==> config.mk <==
export PLATFORM = sky130hd
export DESIGN_NAME = arty_input_cond
export DESIGN_NICKNAME = d
export VERILOG_FILES = /design/src/rtl/arty_input_cond.sv
export SDC_FILE = /design/constraint.sdc
export NUM_CORES = 1
export LEC_CHECK = 0
export CORE_AREA = 2 2 86 88
export DETAILED_ROUTE_END_ITERATION = 6
export DIE_AREA = 0 0 88 90
export MAX_ROUTING_LAYER = met4
export PLACE_DENSITY = 0.72
export SLEW_MARGIN = 10
export SYNTH_ARGS = -nofsm -noshare
export SYNTH_HDL_FRONTEND = slang
export SYNTH_SLANG_ARGS = --single-unit
==> constraint.sdc <==
create_clock -name clk -period 1.7 [get_ports clk]
set_input_delay 0.34 -clock clk [delete_from_list [all_inputs] [get_ports clk]]
set_output_delay 0.34 -clock clk [all_outputs]
set_load 0.02 [all_outputs]
==> src/rtl/arty_input_cond.sv <==
`default_nettype none
// ============================================================================
//  Module   : arty_input_cond
//  Purpose  : Conditions the Arty push-buttons and slide switches. Each raw
//             pin is synchronised to clk, debounced independently, and
//             presented as a clean level plus one-cycle edge pulses.
//  Revision : 1.0 - initial release
// ============================================================================
module arty_input_cond #(
    parameter int BTN_WIDTH       = 4,    // button channels
    parameter int SW_WIDTH        = 2,    // switch channels
    parameter int SYNC_STAGES     = 2,    // synchroniser depth, >= 2
    parameter int DEBOUNCE_CYCLES = 1000  // cycles a new level must hold, >= 1
) (
    input  logic                 clk,
    input  logic                 rst_n,
    input  logic [BTN_WIDTH-1:0] btn_i,
    input  logic [SW_WIDTH-1:0]  sw_i,
    output logic [BTN_WIDTH-1:0] btn_o,
    output logic [BTN_WIDTH-1:0] btn_press_o,
    output logic [BTN_WIDTH-1:0] btn_release_o,
    output logic [SW_WIDTH-1:0]  sw_o,
    output logic [SW_WIDTH-1:0]  sw_change_o
);

    // Buttons occupy the low channel indices, switches sit above them.
    localparam int c_num_chans = BTN_WIDTH + SW_WIDTH;
    localparam int c_cnt_w     = $clog2(DEBOUNCE_CYCLES + 1);

    // Counter value on which a persistent new level is accepted; the counter
    // therefore never exceeds this and cannot wrap.
    localparam logic [c_cnt_w-1:0] c_cnt_last = c_cnt_w'(DEBOUNCE_CYCLES - 1);
    localparam logic [c_cnt_w-1:0] c_cnt_one  = c_cnt_w'(1);

    logic [c_num_chans-1:0] w_raw;
    logic [c_num_chans-1:0] w_synced;
    logic [c_num_chans-1:0] w_stable;
    logic [c_num_chans-1:0] w_rise;
    logic [c_num_chans-1:0] w_fall;

    logic [c_num_chans-1:0] r_sync [SYNC_STAGES];

    assign w_raw = {sw_i, btn_i};

    // Multi-flop synchroniser chain per bit; only the final stage is trusted.
    always_ff @(posedge clk) begin
        if (!rst_n) begin
            for (int i = 0; i < SYNC_STAGES; i++) begin
                r_sync[i] <= '0;
            end
        end else begin
            r_sync[0] <= w_raw;
            for (int i = 1; i < SYNC_STAGES; i++) begin
                r_sync[i] <= r_sync[i-1];
            end
        end
    end

    assign w_synced = r_sync[SYNC_STAGES-1];

    generate
        for (genvar ch = 0; ch < c_num_chans; ch++) begin : g_chan
            logic [c_cnt_w-1:0] r_cnt;
            logic               r_stable;
            logic               r_rise;
            logic               r_fall;

            // Debouncer: accept a new level only after it has been seen on
            // DEBOUNCE_CYCLES consecutive cycles; any return to the accepted
            // level discards the partial count. Edge pulses are raised on the
            // same edge the accepted level changes.
            always_ff @(posedge clk) begin
                if (!rst_n) begin
                    r_cnt    <= '0;
                    r_stable <= 1'b0;
                    r_rise   <= 1'b0;
                    r_fall   <= 1'b0;
                end else begin
                    r_rise <= 1'b0;
                    r_fall <= 1'b0;
                    if (w_synced[ch] == r_stable) begin
                        r_cnt <= '0;
                    end else if (r_cnt == c_cnt_last) begin
                        r_stable <= w_synced[ch];
                        r_cnt    <= '0;
                        r_rise   <= w_synced[ch];
                        r_fall   <= ~w_synced[ch];
                    end else begin
                        r_cnt <= r_cnt + c_cnt_one;
                    end
                end
            end

            assign w_stable[ch] = r_stable;
            assign w_rise[ch]   = r_rise;
            assign w_fall[ch]   = r_fall;
        end
    endgenerate

    assign btn_o         = w_stable[BTN_WIDTH-1:0];
    assign btn_press_o   = w_rise[BTN_WIDTH-1:0];
    assign btn_release_o = w_fall[BTN_WIDTH-1:0];
    assign sw_o          = w_stable[c_num_chans-1:BTN_WIDTH];
    // Rise and fall are mutually exclusive flops, so their OR is still a
    // clean single-cycle pulse with no path back to the pins.
    assign sw_change_o   = w_rise[c_num_chans-1:BTN_WIDTH] | w_fall[c_num_chans-1:BTN_WIDTH];

endmodule
`default_nettype wire

==> impl_results.rst <==
.. list-table::
   :header-rows: 1

   * - Metric
     - Value
   * - Mapped Nets
     - 416
   * - Maximum number of buffers from clock root to sink
     - 2
   * - Critical Path Slowest Stage Cell
     - clkdlybuf4s50_1
   * - Count of standard-cell rows
     - 31
   * - Synth top area share
     - 0.4832
   * - Layout cells sized above 1
     - 0.07674
   * - Area delta synth->final
     - 12.45%
   * - Number of gates resized after CTS
     - 8
   * - Post-synthesis async set-or-reset flop share
     - 0
   * - Starting Density
     - 0.5311
   * - I/O Buffers
     - 23
   * - Outcome
     - finished, final reports clean
   * - Number of clock sinks seen by CTS
     - 90
   * - Syn Std Cell Area
     - 3729 µm²
   * - Violation count after the first detailed-route iteration
     - 68
   * - Data required time of the worst path
     - 1.36 ns
   * - Register bit total from synthesis
     - 90
   * - Synth unique cells
     - 44
   * - RSZ-0062 raised after global routing
     - no
   * - Grt total ovfl
     - 0
   * - Remaining number of nets flagged by the antenna check after routing
     - 0
   * - Worst setup EP type
     - output pin
   * - Final Skew
     - 0.01055 ns
   * - Number of maximum-capacitance violations
     - 0
   * - Final max-slew violation count
     - 0
   * - Die extent in y
     - 90 µm
   * - Hold/Removal Path Class
     - reg -> reg
   * - Average wire length per cell after detail routing
     - 11.76 µm
   * - Total number of yosys warnings
     - 0
   * - Number of setup buffers added after CTS
     - 0
   * - Power density relative to cell area
     - 851.5 nW/µm²
   * - Arrival time at the worst endpoint
     - 1.29 ns
   * - Critical path cell sequence
     - clkdlybuf4s50_1
   * - Stage delay of the slowest cell on the critical path
     - 0.60 ns
   * - Number of hold buffers added after CTS
     - 0
   * - Maximum ir drop on the vdd rail
     - 0.0004598 V
   * - Normalized max-slew margin
     - 0.7277
   * - Top-level port count
     - 24
   * - Slew at the pin with the worst max-slew slack
     - 0.4051 ns
   * - Number of global-route vias before repair
     - 2606
   * - Vias
     - 2730
   * - Most common flop cell mapped by yosys
     - dfxtp_1
   * - Number of antenna violations at the first check in global routing
     - 0
   * - Library cell used as clock root buffer
     - clkbuf_8
   * - All-Layer GR Usage
     - 0.1784
   * - Most frequent cell after synthesis
     - dfxtp_1
   * - Setup violations, final
     - 0
   * - Via density per instance
     - 5.161
   * - CTS tree
     - yes
   * - Post-layout minimum cycle time
     - 1.630 ns
   * - Global placement routability congestion
     - 0.8184
   * - Mean area per synthesized cell
     - 9.275 µm²
   * - Die area
     - 7920 µm²
   * - Kind of cell adding the most delay to the critical path
     - buffers and inverters
   * - Final clock period utilization by the worst path
     - 0.9587
   * - CP bufs+invs
     - 1
   * - Synth top area cells
     - dfxtp_1 48%, nor2_1 5.1%, xnor2_1 4.2%
   * - Detailed Place HPWL
     - 4.452 mm
   * - Final Routed Wirelength
     - 6.221 mm
   * - CTS HTree Levels
     - 3
   * - Global-route wire length before repair
     - 11.05 mm
   * - Post-synth top area cell
     - dfxtp_1
   * - Largest net degree at the start of global routing
     - 33
   * - DRC errors left
     - 0
   * - Horizontal die dimension
     - 88 µm
   * - Leakage power figure
     - 1.556 nW
   * - Final net count
     - 439
   * - Top cell types by occurrence after synthesis
     - 90 x dfxtp_1, 51 x nor2_1, 27 x nand3_1
   * - Reg clk slew, reported paths
     - 0.08 ns
   * - Number of synthesized flops with an enable pin
     - 0
   * - Min Hold Slack
     - 0.4368 ns
   * - TritonRoute pass-1 iters
     - 4
   * - Clock buffer count from CTS
     - 9
   * - Total count of hold-check failures in the final report
     - 0
   * - Antenna Cells
     - 0
   * - Accumulated negative setup slack
     - 0 ns
   * - Peak clock frequency supported by timing
     - 613.6 MHz
   * - Type of the worst setup path
     - reg -> out
   * - Critical Path Fanout Max
     - 1
   * - Core ar.
     - 7020 µm²
   * - Nature of the critical path startpoint
     - flop
   * - Clock insertion delay at the later pin of the skew report
     - 0.35 ns
   * - Share of the yosys chip area belonging to registers
     - 0.4832
   * - Syn Inst Count
     - 402
-- metal layers --
layer / vias to the layer above / part of all wire / track usage
li1: 1416 / - / -
met1: 1267 / 0.48 / 0.2166
met2: 37 / 0.47 / 0.2759
met3: 10 / 0.036 / 0.05142
met4: 0 / 0.017 / 0.07308
met5: - / 0 / -
-- where the power goes --
part / internal [mW] / leakage, nW / switching, mW
combinational: 0.0391 / 0.737 / 0.0343
clock: 0.678 / 0.0914 / 0.685
sequential: 2.12 / 0.728 / 0.0106
total: 2.84 / 1.56 / 0.730
-- registers in the layout (all words and copies together) (netlist names) --
register         count
g_chan.r_cnt        60
g_chan.r_fall        6
g_chan.r_rise        6
g_chan.r_stable      6
r_sync              12
-- placed cells by master, fill, tap and decap left out, types with 6 or more instances in the layout --
cell type / synthesis / layout
nand2_1: 20 / 20
nor3_1: 9 / 9
nand4_1: 8 / 8
dlygate4sd2_1: 0 / 8
and2_1: 14 / 14
a21oi_1: 11 / 11
nand3_1: 27 / 27
inv_1: 12 / 12
ha_1: 6 / 6
nor2b_1: 14 / 14
clkdlybuf4s50_1: 0 / 15
xnor2_1: 18 / 18
buf_4: 14 / 7
dfxtp_1: 90 / 90
clkbuf_8: 0 / 9
nor2_1: 51 / 51
and3_1: 19 / 19
xor2_1: 15 / 15
-- final timing paths --
check | cells after the start | to | slack (ns) | startpoint
hold reg to reg | 1 | r_sync[0][6] | 0.44 | r_sync[0][0]
setup reg to reg | 5 | g_chan[5].r_cnt[6] | 0.17 | g_chan[5].r_cnt[0]
hold / removal | 1 | r_sync[0][6] | 0.44 | r_sync[0][0]
setup / recovery | 1 | btn_press_o[3] | 0.07 | g_chan[3].r_rise
-- metrics by stage --
stage | cell area, µm² | worst slack (ns) | std cells | power (mW) | utilization
after global routing | 4193 | 0.01632 | 529 | 3.710 | 0.5972
after detailed placement | 4024 | 0.03010 | 513 | 2.258 | 0.5732
after global placement | 4024 | 0.1008 | 513 | 2.256 | 0.5732
after CTS | 4193 | 0.04209 | 529 | 3.628 | 0.5972
after floorplan | 3729 | 0.2808 | 402 | 2.221 | -
final | 4193 | 0.07017 | 529 | 3.570 | 0.5972
-- final cells by class --
| class | instances | area, µm² |
|---|---|---|
| clock buffer | 13 | 138.9 |
| timing repair buffer | 31 | 292.8 |
| sequential | 90 | 1802 |
| tap | 99 | 123.9 |
| fill | 607 | 2828 |
| inverter | 12 | 45.04 |
| clock inverter | 3 | 40.04 |
| multi-input combinational | 281 | 1750 |
-- cells by family (layout without fill, tap and decap cells) --
family                   count (synthesis)  count (layout)  share of synthesized area
AO/OA/AOI/OAI                           44              44                    0.08121
XOR/XNOR                                33              33                    0.07752
adder cells (fa/ha/maj)                  6               6                    0.02013
buffers and inverters                   31              59                    0.04731
flip-flops                              90              90                     0.4832
multiplexers                             4               4                    0.01074
AND/OR/NAND/NOR                        194             194                     0.2799
No activity file was read; power rests on OpenSTA's default activity.
